<file path="src/rtl/rv_pkg.sv">
// Shared register-file write-back types: widths, entry struct, producer enum,
// and the pending-write hazard match helper.
package rv_pkg;

  localparam int DATA_WIDTH    = 32;
  localparam int ADDRESS_WIDTH = 5;

  typedef logic [ADDRESS_WIDTH-1:0] reg_addr_t;

  typedef struct packed {
    reg_addr_t             rd;
    logic [DATA_WIDTH-1:0] data;
  } wb_entry_t;

  typedef enum logic {
    WB_ALU = 1'b0,
    WB_LSU = 1'b1
  } wb_src_e;

  // x0 is never written, so it can never be a pending hazard.
  function automatic logic pending_hit(input logic full, input reg_addr_t rd,
                                       input reg_addr_t chk);
    return full && (chk != '0) && (rd == chk);
  endfunction

endpackage

</file>
<file path="src/rtl/wb_slot.sv">
// One-entry holding register for a write-back producer. Accepts a push when
// empty or when popped in the same cycle; pushes to x0 are swallowed.
module wb_slot
  import rv_pkg::*;
(
  input  logic      clk,
  input  logic      rst,
  input  logic      push,
  input  logic      pop,
  input  wb_entry_t push_entry,
  output logic      full,
  output wb_entry_t entry,
  output logic      ready
);

  // Handshake: a transfer happens on a rising edge where push && ready.
  assign ready = !full || pop;

  always_ff @(posedge clk or posedge rst) begin
    if (rst) begin
      full  <= 1'b0;
      entry <= '0;
    end else if (push && ready && (push_entry.rd != '0)) begin
      full  <= 1'b1;
      entry <= push_entry;
    end else if (pop) begin
      full  <= 1'b0;
    end
  end

endmodule

</file>
<file path="src/rtl/wb_arbiter.sv">
// Write-back arbiter for the register file's single write port (ALU vs LSU).
// Build option WB_RR_EN: round-robin between producers instead of fixed ALU
// priority with an LSU starvation counter.
module wb_arbiter #(
  parameter int DATA_WIDTH    = rv_pkg::DATA_WIDTH,
  parameter int ADDRESS_WIDTH = rv_pkg::ADDRESS_WIDTH,
  parameter int STARVE_LIMIT  = 3
) (
  input  logic                     clk,
  input  logic                     rst,
  input  logic                     alu_valid,
  output logic                     alu_ready,
  input  logic [ADDRESS_WIDTH-1:0] alu_rd,
  input  logic [DATA_WIDTH-1:0]    alu_data,
  input  logic                     lsu_valid,
  output logic                     lsu_ready,
  input  logic [ADDRESS_WIDTH-1:0] lsu_rd,
  input  logic [DATA_WIDTH-1:0]    lsu_data,
  output logic                     WE3,
  output logic [ADDRESS_WIDTH-1:0] AD3,
  output logic [DATA_WIDTH-1:0]    WD3,
  input  logic [ADDRESS_WIDTH-1:0] chk_a1,
  input  logic [ADDRESS_WIDTH-1:0] chk_a2,
  output logic                     hazard1,
  output logic                     hazard2,
  output logic                     idle
);

  rv_pkg::wb_entry_t alu_push, lsu_push, alu_entry, lsu_entry;
  rv_pkg::wb_src_e   grant;
  logic alu_full, lsu_full, alu_pop, lsu_pop, alu_cap, lsu_cap;
  logic alu_older, contended, same_rd;

  assign alu_push = '{rd: alu_rd, data: alu_data};
  assign lsu_push = '{rd: lsu_rd, data: lsu_data};

  wb_slot u_alu_slot (
    .clk(clk), .rst(rst), .push(alu_valid), .pop(alu_pop),
    .push_entry(alu_push), .full(alu_full), .entry(alu_entry), .ready(alu_ready)
  );

  wb_slot u_lsu_slot (
    .clk(clk), .rst(rst), .push(lsu_valid), .pop(lsu_pop),
    .push_entry(lsu_push), .full(lsu_full), .entry(lsu_entry), .ready(lsu_ready)
  );

  assign contended = alu_full && lsu_full;
  assign same_rd   = (alu_entry.rd == lsu_entry.rd);
  assign alu_cap   = alu_valid && alu_ready && (alu_rd != '0);
  assign lsu_cap   = lsu_valid && lsu_ready && (lsu_rd != '0);

`ifdef WB_RR_EN
  rv_pkg::wb_src_e rr_ptr;

  always_ff @(posedge clk or posedge rst) begin
    if (rst) begin
      rr_ptr <= rv_pkg::WB_ALU;
    end else if (contended && !same_rd) begin
      rr_ptr <= (grant == rv_pkg::WB_ALU) ? rv_pkg::WB_LSU : rv_pkg::WB_ALU;
    end
  end
`else
  localparam int SW = (STARVE_LIMIT < 1) ? 1 : $clog2(STARVE_LIMIT + 1);
  localparam logic [SW-1:0] STARVE_MAX = SW'(STARVE_LIMIT);
  logic [SW-1:0] starve_cnt;

  always_ff @(posedge clk or posedge rst) begin
    if (rst) begin
      starve_cnt <= '0;
    end else if (lsu_pop) begin
      starve_cnt <= '0;
    end else if (contended && (starve_cnt != STARVE_MAX)) begin
      starve_cnt <= starve_cnt + 1'b1;
    end
  end
`endif

  // Equal-rd ordering beats every fairness rule so same-register writes commit in program order.
  always_comb begin
    grant = rv_pkg::WB_ALU;
    if (lsu_full && !alu_full) begin
      grant = rv_pkg::WB_LSU;
    end else if (contended) begin
      if (same_rd) begin
        grant = alu_older ? rv_pkg::WB_ALU : rv_pkg::WB_LSU;
      end else begin
`ifdef WB_RR_EN
        grant = rr_ptr;
`else
        grant = (starve_cnt == STARVE_MAX) ? rv_pkg::WB_LSU : rv_pkg::WB_ALU;
`endif
      end
    end
  end

  assign alu_pop = alu_full && (grant == rv_pkg::WB_ALU);
  assign lsu_pop = lsu_full && (grant == rv_pkg::WB_LSU);

  // Simultaneous capture counts the ALU entry as older.
  always_ff @(posedge clk or posedge rst) begin
    if (rst) begin
      alu_older <= 1'b0;
    end else if (alu_cap) begin
      alu_older <= lsu_cap;
    end else if (lsu_cap) begin
      alu_older <= 1'b1;
    end
  end

  always_comb begin
    WE3 = 1'b0;
    AD3 = '0;
    WD3 = '0;
    if (alu_pop) begin
      WE3 = 1'b1;
      AD3 = alu_entry.rd;
      WD3 = alu_entry.data;
    end else if (lsu_pop) begin
      WE3 = 1'b1;
      AD3 = lsu_entry.rd;
      WD3 = lsu_entry.data;
    end
  end

  assign hazard1 = rv_pkg::pending_hit(alu_full, alu_entry.rd, chk_a1) ||
                   rv_pkg::pending_hit(lsu_full, lsu_entry.rd, chk_a1);
  assign hazard2 = rv_pkg::pending_hit(alu_full, alu_entry.rd, chk_a2) ||
                   rv_pkg::pending_hit(lsu_full, lsu_entry.rd, chk_a2);
  assign idle    = !alu_full && !lsu_full;

endmodule

</file>
<file path="config.mk">
export PLATFORM = sky130hd
export DESIGN_NAME = wb_arbiter
export DESIGN_NICKNAME = d
export VERILOG_FILES = /design/src/rtl/rv_pkg.sv /design/src/rtl/wb_slot.sv /design/src/rtl/wb_arbiter.sv
export SDC_FILE = /design/constraint.sdc
export NUM_CORES = 1
export LEC_CHECK = 0
export BUFFER_PORTS_ARGS = -buffer_cell sky130_fd_sc_hd__buf_2
export CAP_MARGIN = 5
export CORE_UTILIZATION = 50
export DETAILED_ROUTE_END_ITERATION = 10
export GPL_ROUTABILITY_DRIVEN = 0
export PLACE_DENSITY = 0.76
export RECOVER_POWER = 50
export SYNTH_ARGS = -nofsm -noshare
export SYNTH_HDL_FRONTEND = slang
export SYNTH_HIERARCHICAL = 1
export SYNTH_SLANG_ARGS = --single-unit
</file>
<file path="constraint.sdc">
create_clock -name clk -period 3.5 [get_ports clk]
set_clock_uncertainty 0.2 [all_clocks]
set_input_delay 0.7 -clock clk [delete_from_list [all_inputs] [get_ports clk]]
set_output_delay 0.7 -clock clk [all_outputs]
set_load 0.03 [all_outputs]
</file>
==> impl_metrics.py, run 1 <==
metrics = {
    "global_route": {
        "top_usage_layer": "met2",
        "globalRoute.totalOverflow": 0,
        "grt_util_all_layers": 0.2293,
        "grt_pass1_wl_mm": 15.37,
        "use_met3": 0.04959,
        "grt_max_degree": 39,
        "globalRouteMet1Util": 0.2742,
        "gr-usage-met2": 0.3885,
        "grt_pass1_vias": 3354,
        "antenna_found_initial": 0,
    },
    "synthesis": {
        "avgSynthCellArea_um2": 11.61,
        "yosysSeqAreaShare": 0.4755,
        "synthesis.area_um2": 4158,
        "syn_nets": 447,
        "postSynthCellCount": 358,
        "ys_async_sr_fraction": 1.000,
        "synth_area_leaders": "dfrtp_1 48%, mux2_2 17%, mux2i_1 8.9%",
        "yosysWarnings": 6,
        "ys_types": 34,
        "synth_top_area_cell": "dfrtp_1",
        "synth-seq-cells": 79,
        "ys.flop_type": "dfrtp_1",
        "synth_top_area_share": 0.4755,
        "synth-edff-count": 0,
    },
    "place": {
        "place_ws_ns": 0.3917,
        "place_inst": 582,
        "dpl_cell_area_um2": 4900,
        "numPortBuffers": 130,
        "hpwl_mm": 7.005,
    },
    "cts": {
        "cts_made_buffers": 9,
        "cts_buffer_depth": 2,
        "root_buffer": "clkbuf_8",
        "clk_pin_slew_worst_paths_ns": 0.08,
        "htreeDepth": 3,
        "clk_latency_ns": 0.34,
        "cts_tree": "built",
        "numClockSinks": 79,
    },
    "worst_setup_path": {
        "cp_max_fo": 20,
        "worstSetupPathType": "reg -> out",
        "startpoint": "u_alu_slot/entry[35]",
        "crit_slowest_cell": "dfrtp_1",
        "end_kind": "primary output",
        "arrival_ns": 2.43,
        "critPathLaunchType": "flip-flop",
        "max_stage_delay_ns": 0.47,
        "timing.rr.start": "u_alu_slot/entry[35]",
        "cp_top_family": "buffers and inverters",
        "crit_chain": "xor2_1 > nor3_2 > nand4_1 > o311ai_4 > buf_8 > mux2i_1 > buf_2",
        "rrSetupSlack_ns": 0.39,
        "required_ns": 2.60,
        "critical_path_buf_inv_count": 2,
    },
    "die": {
        "core_area_um2": 7888,
        "start_util": 0.5271,
        "die_h_um": 93.19,
        "rows": 32,
        "num_io_pins": 131,
        "die_x_um": 93.19,
        "die_area_um2": 8684,
    },
    "run": {
        "maxCapViolations": 1,
    },
    "status": {
        "outcome": "finished, violations left",
        "violations": "capacitance limit, slew limit",
    },
    "layout": {
        "areaGrowthSynthToFinish_pct": 22.54,
        "multi_input_area_um2": 1891,
        "layout_commonest_cell": "buf_2",
        "fillers": 649,
        "ff_latch_area_um2": 1977,
        "final_cells": 599,
        "final_area_um2": 5095,
        "drive_gt1_frac": 0.4366,
        "nets": 582,
        "antennaDiodeCount": 0,
        "mostFrequentLayoutCells": "126 x buf_2, 79 x dfrtp_1, 61 x mux2_2, 42 x nand2_1, 42 x inv_1",
    },
    "timing": {
        "rsz0062_at_grt": "false",
        "fmax_mhz": 300.7,
        "fin_crit_sh": 0.9500,
        "slew_violations": 18,
        "finalSetupViolCount": 0,
        "fin_ws_ns": 0.1749,
        "fin_crit_ns": 3.325,
        "finalSetupTns_ns": 0,
        "worst_pin_slew_ns": 1.733,
        "finalHoldViolations": 0,
        "slew_headroom": -0.1571,
    },
    "drt": {
        "vias": 3098,
        "drt_first_pass_iters": 4,
        "drc_errors": 0,
        "drt-total-wl_mm": 9.255,
        "wire_per_inst_um": 15.45,
        "drt_iter0_markers": 74,
        "ant_nets": 0,
        "post_drt_via_cell_ratio": 5.172,
    },
    "power_and_ir_drop": {
        "powerDensity_nw_per_um2": 1214,
        "p_leak_nw": 2.750,
        "vdd_drop_max_mv": 0.7010,
    },
    "worst_hold_path": {
        "hold_path_class": "in -> async",
    },
}
==> worst paths after layout <==
kind                                   endpoint  cells after the start
max reg2reg                u_lsu_slot/entry[13]                      9
max                                      WD3[4]                      7
max in group asynchronous   u_lsu_slot/entry[6]                      3
min                               starve_cnt[0]                      2
min reg2reg                 u_alu_slot/entry[9]                      1
min in group clk            u_alu_slot/entry[9]                      1
==> metal layers <==
| metal | wire length, um | up-vias |
|---|---|---|
| met5 | 0 | - |
| met3 | 601 | 22 |
| li1 | - | 1476 |
| met2 | 4555 | 110 |
| met4 | 251 | 0 |
| met1 | 3846 | 1490 |
==> flip-flops by register name (all words and copies together), names as in the netlist <==
signal	flops
alu_older	1
starve_cnt	2
u_alu_slot/entry	37
u_alu_slot/full	1
u_lsu_slot/entry	37
u_lsu_slot/full	1
==> cell type report <==
type | count | area share
flip-flops and latches | 79 | 0.3880
repair buffers | 139 | 0.1456
well taps | 102 | 0.02505
inverters | 43 | 0.03168
clock inverters | 4 | 0.008841
multi-input cells | 221 | 0.3711
clock buffers | 11 | 0.02972
==> cells by family (layout without fill, tap and decap cells) <==
family / after synthesis / in the layout / synth area share
AO/OA/AOI/OAI: 23 / 23 / 0.05567
XOR/XNOR: 25 / 25 / 0.05266
adder cells (fa/ha/maj): 1 / 1 / 0.003009
buffers and inverters: 58 / 197 / 0.06861
flip-flops: 79 / 79 / 0.4755
multiplexers: 102 / 102 / 0.2651
AND/OR/NAND/NOR: 70 / 70 / 0.07944
==> through the flow <==
step	hold WS (ns)	total power [mW]	util
detailed placement	0.2858	5.518	0.6212
global route	0.05152	6.594	0.6459
global placement	0.2771	5.404	0.6212
finish	0.04884	6.185	0.6459
floorplan	0.2536	4.618	-
CTS	0.04978	6.220	0.6466
==> report_power, final <==
part	leakage (nW)	switching, mW	total [mW]	internal, mW
sequential	0.932	0.338	1.72	1.38
combinational	1.71	2.23	3.79	1.56
clock	0.105	0.312	0.673	0.361
==> repair_timing <==
item / in CTS / in global routing
endpoints found under the setup margin: 1 / 31
setup buffers: 0 / 2
hold buffers: 0 / 0
pin swaps: 0 / 1
resized for setup: 1 / 2
==> Yosys cell counts, drive strengths merged (2+ instances only) <==
cell type   n
nor2        5
or3         2
clkbuf      5
nor4        4
and2        3
xnor2       4
nand2      42
a22o       11
or4         3
o311ai      3
a21oi       2
xor2       21
o31ai       2
nor3        2
dfrtp      79
mux2i      37
mux2       65
inv        43
buf        10
nand2b      2
nand3       5
No activity file was read; power rests on OpenSTA's default activity.
==> run 2, diff against run 1 <==
CORE_ASPECT_RATIO = 0.75   (was not set)
CTS_CLUSTER_SIZE = 28   (was not set)
clock period = 3.1 ns   (was 3.5 ns; I/O delays follow)
==> impl_metrics.py, run 2 (synthesis results as in run 1) <==
metrics = {
    "timing": {
        "fin_crit_ns": 3.053,
        "finalHoldViolations": 0,
        "fin_ws_ns": 0.04719,
        "worst_pin_slew_ns": 1.093,
        "slew_headroom": 0.2714,
        "fmax_mhz": 327.6,
        "fin_crit_sh": 0.9848,
        "slew_violations": 0,
        "holdWs_ns": 0.2840,
        "rsz0062_at_grt": "true",
        "finalSetupViolCount": 0,
    },
    "cts": {
        "numClockSinks": 79,
        "cts_made_buffers": 9,
        "cts_buffer_depth": 2,
        "clk_latency_ns": 0.35,
        "clk_pin_slew_worst_paths_ns": 0.08,
        "root_buffer": "clkbuf_8",
        "cts_tree": "built",
        "htreeDepth": 3,
    },
    "layout": {
        "nets": 600,
        "layout_commonest_cell": "buf_2",
        "fillers": 636,
        "areaGrowthSynthToFinish_pct": 31.36,
        "mostFrequentLayoutCells": "95 x buf_2, 78 x dfrtp_1, 61 x mux2_2, 46 x buf_4, 42 x nand2_1",
        "drive_gt1_frac": 0.4796,
        "largestRegisters": "u_alu_slot/entry x37, u_lsu_slot/entry x37, starve_cnt x2",
        "antennaDiodeCount": 0,
    },
    "die": {
        "die_area_um2": 8688,
        "die_h_um": 80.97,
        "core_area_um2": 7988,
        "die_x_um": 107.3,
        "rows": 28,
        "num_io_pins": 131,
        "start_util": 0.5205,
    },
    "worst_setup_path": {
        "worstSetupPathType": "reg -> out",
        "crit_chain": "xor2_1 > nor2_2 > o31a_1 > o311ai_4 > buf_12 > clkbuf_16 > mux2i_4 > buf_6",
        "end_kind": "primary output",
        "cp_max_fo": 8,
        "max_stage_delay_ns": 0.45,
        "critPathLaunchType": "flip-flop",
        "required_ns": 2.28,
        "arrival_ns": 2.23,
        "crit_slowest_cell": "dfrtp_2",
    },
    "global_route": {
        "grt_pass1_vias": 3189,
        "globalRoute.totalOverflow": 0,
        "grt_pass1_wl_mm": 15.34,
        "grt_util_all_layers": 0.2319,
        "grt_max_degree": 46,
        "antenna_found_initial": 0,
    },
    "drt": {
        "ant_nets": 0,
        "vias": 3161,
        "drt_first_pass_iters": 4,
        "wire_per_inst_um": 15.68,
        "drt-total-wl_mm": 9.722,
        "drc_errors": 0,
        "post_drt_via_cell_ratio": 5.098,
        "drt_iter0_markers": 119,
    },
    "place": {
        "place_ws_ns": 0.2228,
        "numPortBuffers": 130,
        "hpwl_mm": 7.005,
    },
    "worst_hold_path": {
        "hold_path_class": "in -> reg",
    },
    "run": {
        "maxCapViolations": 0,
    },
    "status": {
        "outcome": "complete, no violations",
    },
}
-- run 2: worst max-delay path, delay by kind of cell (launching register included) --
family                    cells  cell delay (ns)
AOI/OAI and AO/OA             2             0.42
and+or+nand+nor               1             0.07
muxes                         1             0.24
DFF                           1             0.45
buffers and inverters         3             0.53
xor gates and xnor gates      1             0.18
-- run 2: metal layers --
layer,routed length [um],track usage,vias up,part of all wire
met5,0,0,-,0
met4,70,0.07123,0,0.0072
met3,627,0.05939,9,0.064
met2,4671,0.3890,101,0.48
met1,4353,0.2980,1533,0.45
li1,-,-,1518,-
-- run 2: layout make-up --
| type | count | area, um^2 | area share |
|---|---|---|---|
| clock inverters | 5 | 58.81 | 0.01077 |
| inverters | 43 | 161.4 | 0.02955 |
| multi-input cells | 221 | 1962 | 0.3592 |
| flip-flops and latches | 79 | 1978 | 0.3622 |
| well taps | 105 | 131.4 | 0.02405 |
| clock buffers | 10 | 127.6 | 0.02337 |
| repair buffers | 157 | 1042 | 0.1908 |
-- run 2: final timing paths --
path | cells past startpoint | slack (ns) | end | start
worst min-delay path | 2 | 0.28 | u_lsu_slot/entry[9] | lsu_data[9]
min in group asynchronous | 3 | 0.52 | starve_cnt[0] | rst
worst max register to register | 10 | 0.34 | u_alu_slot/entry[31] | u_lsu_slot/entry[36]
worst max-delay path | 8 | 0.05 | WD3[2] | u_lsu_slot/entry[36]
max in group asynchronous | 4 | 0.59 | u_lsu_slot/entry[8] | rst
worst min register to register | 1 | 0.30 | u_lsu_slot/entry[13] | u_lsu_slot/entry[13]
-- run 2: repair_timing --
item / in CTS / in global routing
gates resized for setup: 3 / 78
endpoints found under the hold margin: 3 / 0
hold buffers: 1 / 0
buffers inserted: 4 / 2
gates cloned: 0 / 2
setup endpoints to repair: 35 / 37
pin swaps: 2 / 5
-- run 2: stage by stage --
step | utilization | cell area (um^2) | std cells | setup TNS [ns]
after floorplan | - | 4158 | 358 | 0
after global routing | 0.6837 | 5461 | 620 | -0.7580
after CTS | 0.6552 | 5234 | 616 | 0
after global placement | 0.6242 | 4986 | 596 | 0
after detailed placement | 0.6242 | 4986 | 596 | 0
final | 0.6837 | 5461 | 620 | 0
Power of run 2 is left out: the tool's default activity adds up to more than one toggle a clock period on the data nets, which glitch-free logic cannot reach.
==> run 3, diff against run 2 <==
PLACE_DENSITY = 0.78   (was 0.76)
==> impl_metrics.py, run 3 (synthesis results as in run 1) <==
metrics = {
    "worst_setup_path": {
        "startpoint": "starve_cnt[0]",
        "rr_worst_depth": 10,
        "crit_slowest_cell": "dfrtp_1",
        "crit_chain": "ha_1 > o31a_1 > o311ai_4 > buf_6 > buf_12 > mux2i_1 > buf_4",
        "timing.rr.start": "starve_cnt[0]",
        "end_kind": "primary output",
        "arrival_ns": 2.24,
        "r2r_end": "u_lsu_slot/entry[5]",
        "rrSetupSlack_ns": 0.34,
        "required_ns": 2.28,
        "worstSetupPathType": "reg -> out",
        "cp_max_fo": 15,
        "max_stage_delay_ns": 0.41,
        "crit_path_end": "WD3[14]",
        "critPathLaunchType": "flip-flop",
    },
    "die": {
        "num_io_pins": 131,
        "start_util": 0.5205,
        "rows": 28,
        "die_h_um": 80.97,
        "die_area_um2": 8688,
        "die_x_um": 107.3,
        "core_area_um2": 7988,
    },
    "power_and_ir_drop": {
        "powerDensity_nw_per_um2": 1426,
        "p_leak_nw": 2.844,
        "p_total_mw": 7.642,
        "vdd_drop_max_mv": 0.8548,
    },
    "layout": {
        "drive_gt1_frac": 0.4698,
        "utilization": 0.6711,
        "nets": 597,
        "antennaDiodeCount": 0,
        "largestRegisters": "u_alu_slot/entry x37, u_lsu_slot/entry x37, starve_cnt x2",
        "mostFrequentLayoutCells": "95 x buf_2, 78 x dfrtp_1, 61 x mux2_2, 47 x buf_4, 42 x nand2_1",
        "layout_commonest_cell": "buf_2",
        "areaGrowthSynthToFinish_pct": 28.92,
    },
    "place": {
        "numPortBuffers": 130,
        "place_ws_ns": 0.1545,
        "hpwl_mm": 7.035,
    },
    "timing": {
        "finalSetupTns_ns": 0,
        "worst_pin_slew_ns": 1.219,
        "finalHoldViolations": 0,
        "fin_crit_sh": 0.9877,
        "fin_ws_ns": 0.03821,
        "finalSetupViolCount": 0,
        "fin_crit_ns": 3.062,
        "fmax_mhz": 326.6,
        "slew_headroom": 0.1871,
        "rsz0062_at_grt": "true",
        "slew_violations": 0,
    },
    "drt": {
        "wire_per_inst_um": 15.52,
        "drt-total-wl_mm": 9.593,
        "ant_nets": 0,
        "drt_first_pass_iters": 4,
        "drt_iter0_markers": 63,
        "drc_errors": 0,
        "vias": 3175,
        "post_drt_via_cell_ratio": 5.138,
    },
    "worst_hold_path": {
        "hold_path_class": "in -> reg",
    },
    "run": {
        "maxCapViolations": 0,
    },
    "global_route": {
        "grt_util_all_layers": 0.2288,
        "grt_pass1_wl_mm": 14.89,
        "globalRoute.totalOverflow": 0,
        "antenna_found_initial": 0,
        "grt_max_degree": 46,
        "grt_pass1_vias": 3066,
    },
    "status": {
        "outcome": "complete, no violations",
    },
    "cts": {
        "root_buffer": "clkbuf_8",
        "clk_pin_slew_worst_paths_ns": 0.08,
        "cts_made_buffers": 9,
        "cts_tree": "built",
        "clk_latency_ns": 0.35,
        "cts_buffer_depth": 2,
        "numClockSinks": 79,
        "htreeDepth": 3,
    },
}
run 3: where the power goes:
part           switching (mW)  total, mW  internal (mW)
combinational            2.77       5.07           2.30
sequential              0.297       1.86           1.56
clock                   0.377      0.713          0.336
total                    3.44       7.64           4.20
run 3: layer usage:
| metal | wire, um | part of all wire | track usage | up-vias |
|---|---|---|---|---|
| li1 | - | - | - | 1508 |
| met1 | 4393 | 0.46 | 0.3042 | 1567 |
| met2 | 4567 | 0.48 | 0.3684 | 93 |
| met3 | 573 | 0.060 | 0.07063 | 7 |
| met4 | 58 | 0.0060 | 0.05616 | 0 |
| met5 | 0 | 0 | 0 | - |
run 3: how the worst min path moves through the flow:
stage                   startpoint                   end  slack (ns)  cells past startpoint
5_1_grt               lsu_data[27]  u_lsu_slot/entry[27]        0.26                      2
4_1_cts                alu_data[9]   u_alu_slot/entry[9]        0.26                      2
3_5_place_dp   u_alu_slot/entry[9]   u_alu_slot/entry[9]        0.29                      1
6_report               alu_data[9]   u_alu_slot/entry[9]        0.29                      2
2_1_floorplan                  rst             alu_older        0.17                      1
3_3_place_gp   u_lsu_slot/entry[9]   u_lsu_slot/entry[9]        0.27                      1
run 3: stage by stage:
step                area, um^2  cells  hold WS, ns
global route              5360    618       0.2579
CTS                       5238    617       0.2626
global placement          4986    596       0.2735
detailed placement        4986    596       0.2864
floorplan                 4158    358       0.1736
finish                    5360    618       0.2874
run 3: worst max-delay path: cells and delay by family (launching register included):
family,cells,cell delay (ns)
buffers and inverters,3,0.54
flip-flops,1,0.41
AO/OA/AOI/OAI,2,0.43
adder cells (fa/ha/maj),1,0.27
multiplexers,1,0.23
run 3: timing repair:
action | 4_1_cts | 5_1_grt
pin swaps | 3 | 0
setup endpoints to repair | 35 | 38
endpoints found under the hold margin | 3 | 0
hold buffers | 1 | 0
buffers inserted | 4 | 0
gates cloned | 0 | 1
resized for setup | 7 | 68
run 3: cell type report:
cell class / count / area (um^2)
Inverter: 43 / 161.4
Clock inverter: 4 / 28.78
Multi-Input combinational cell: 221 / 1934
Fill cell: 619 / 2628
Clock buffer: 12 / 155.1
Sequential cell: 79 / 1978
Timing Repair Buffer: 154 / 970.9
Tap cell: 105 / 131.4
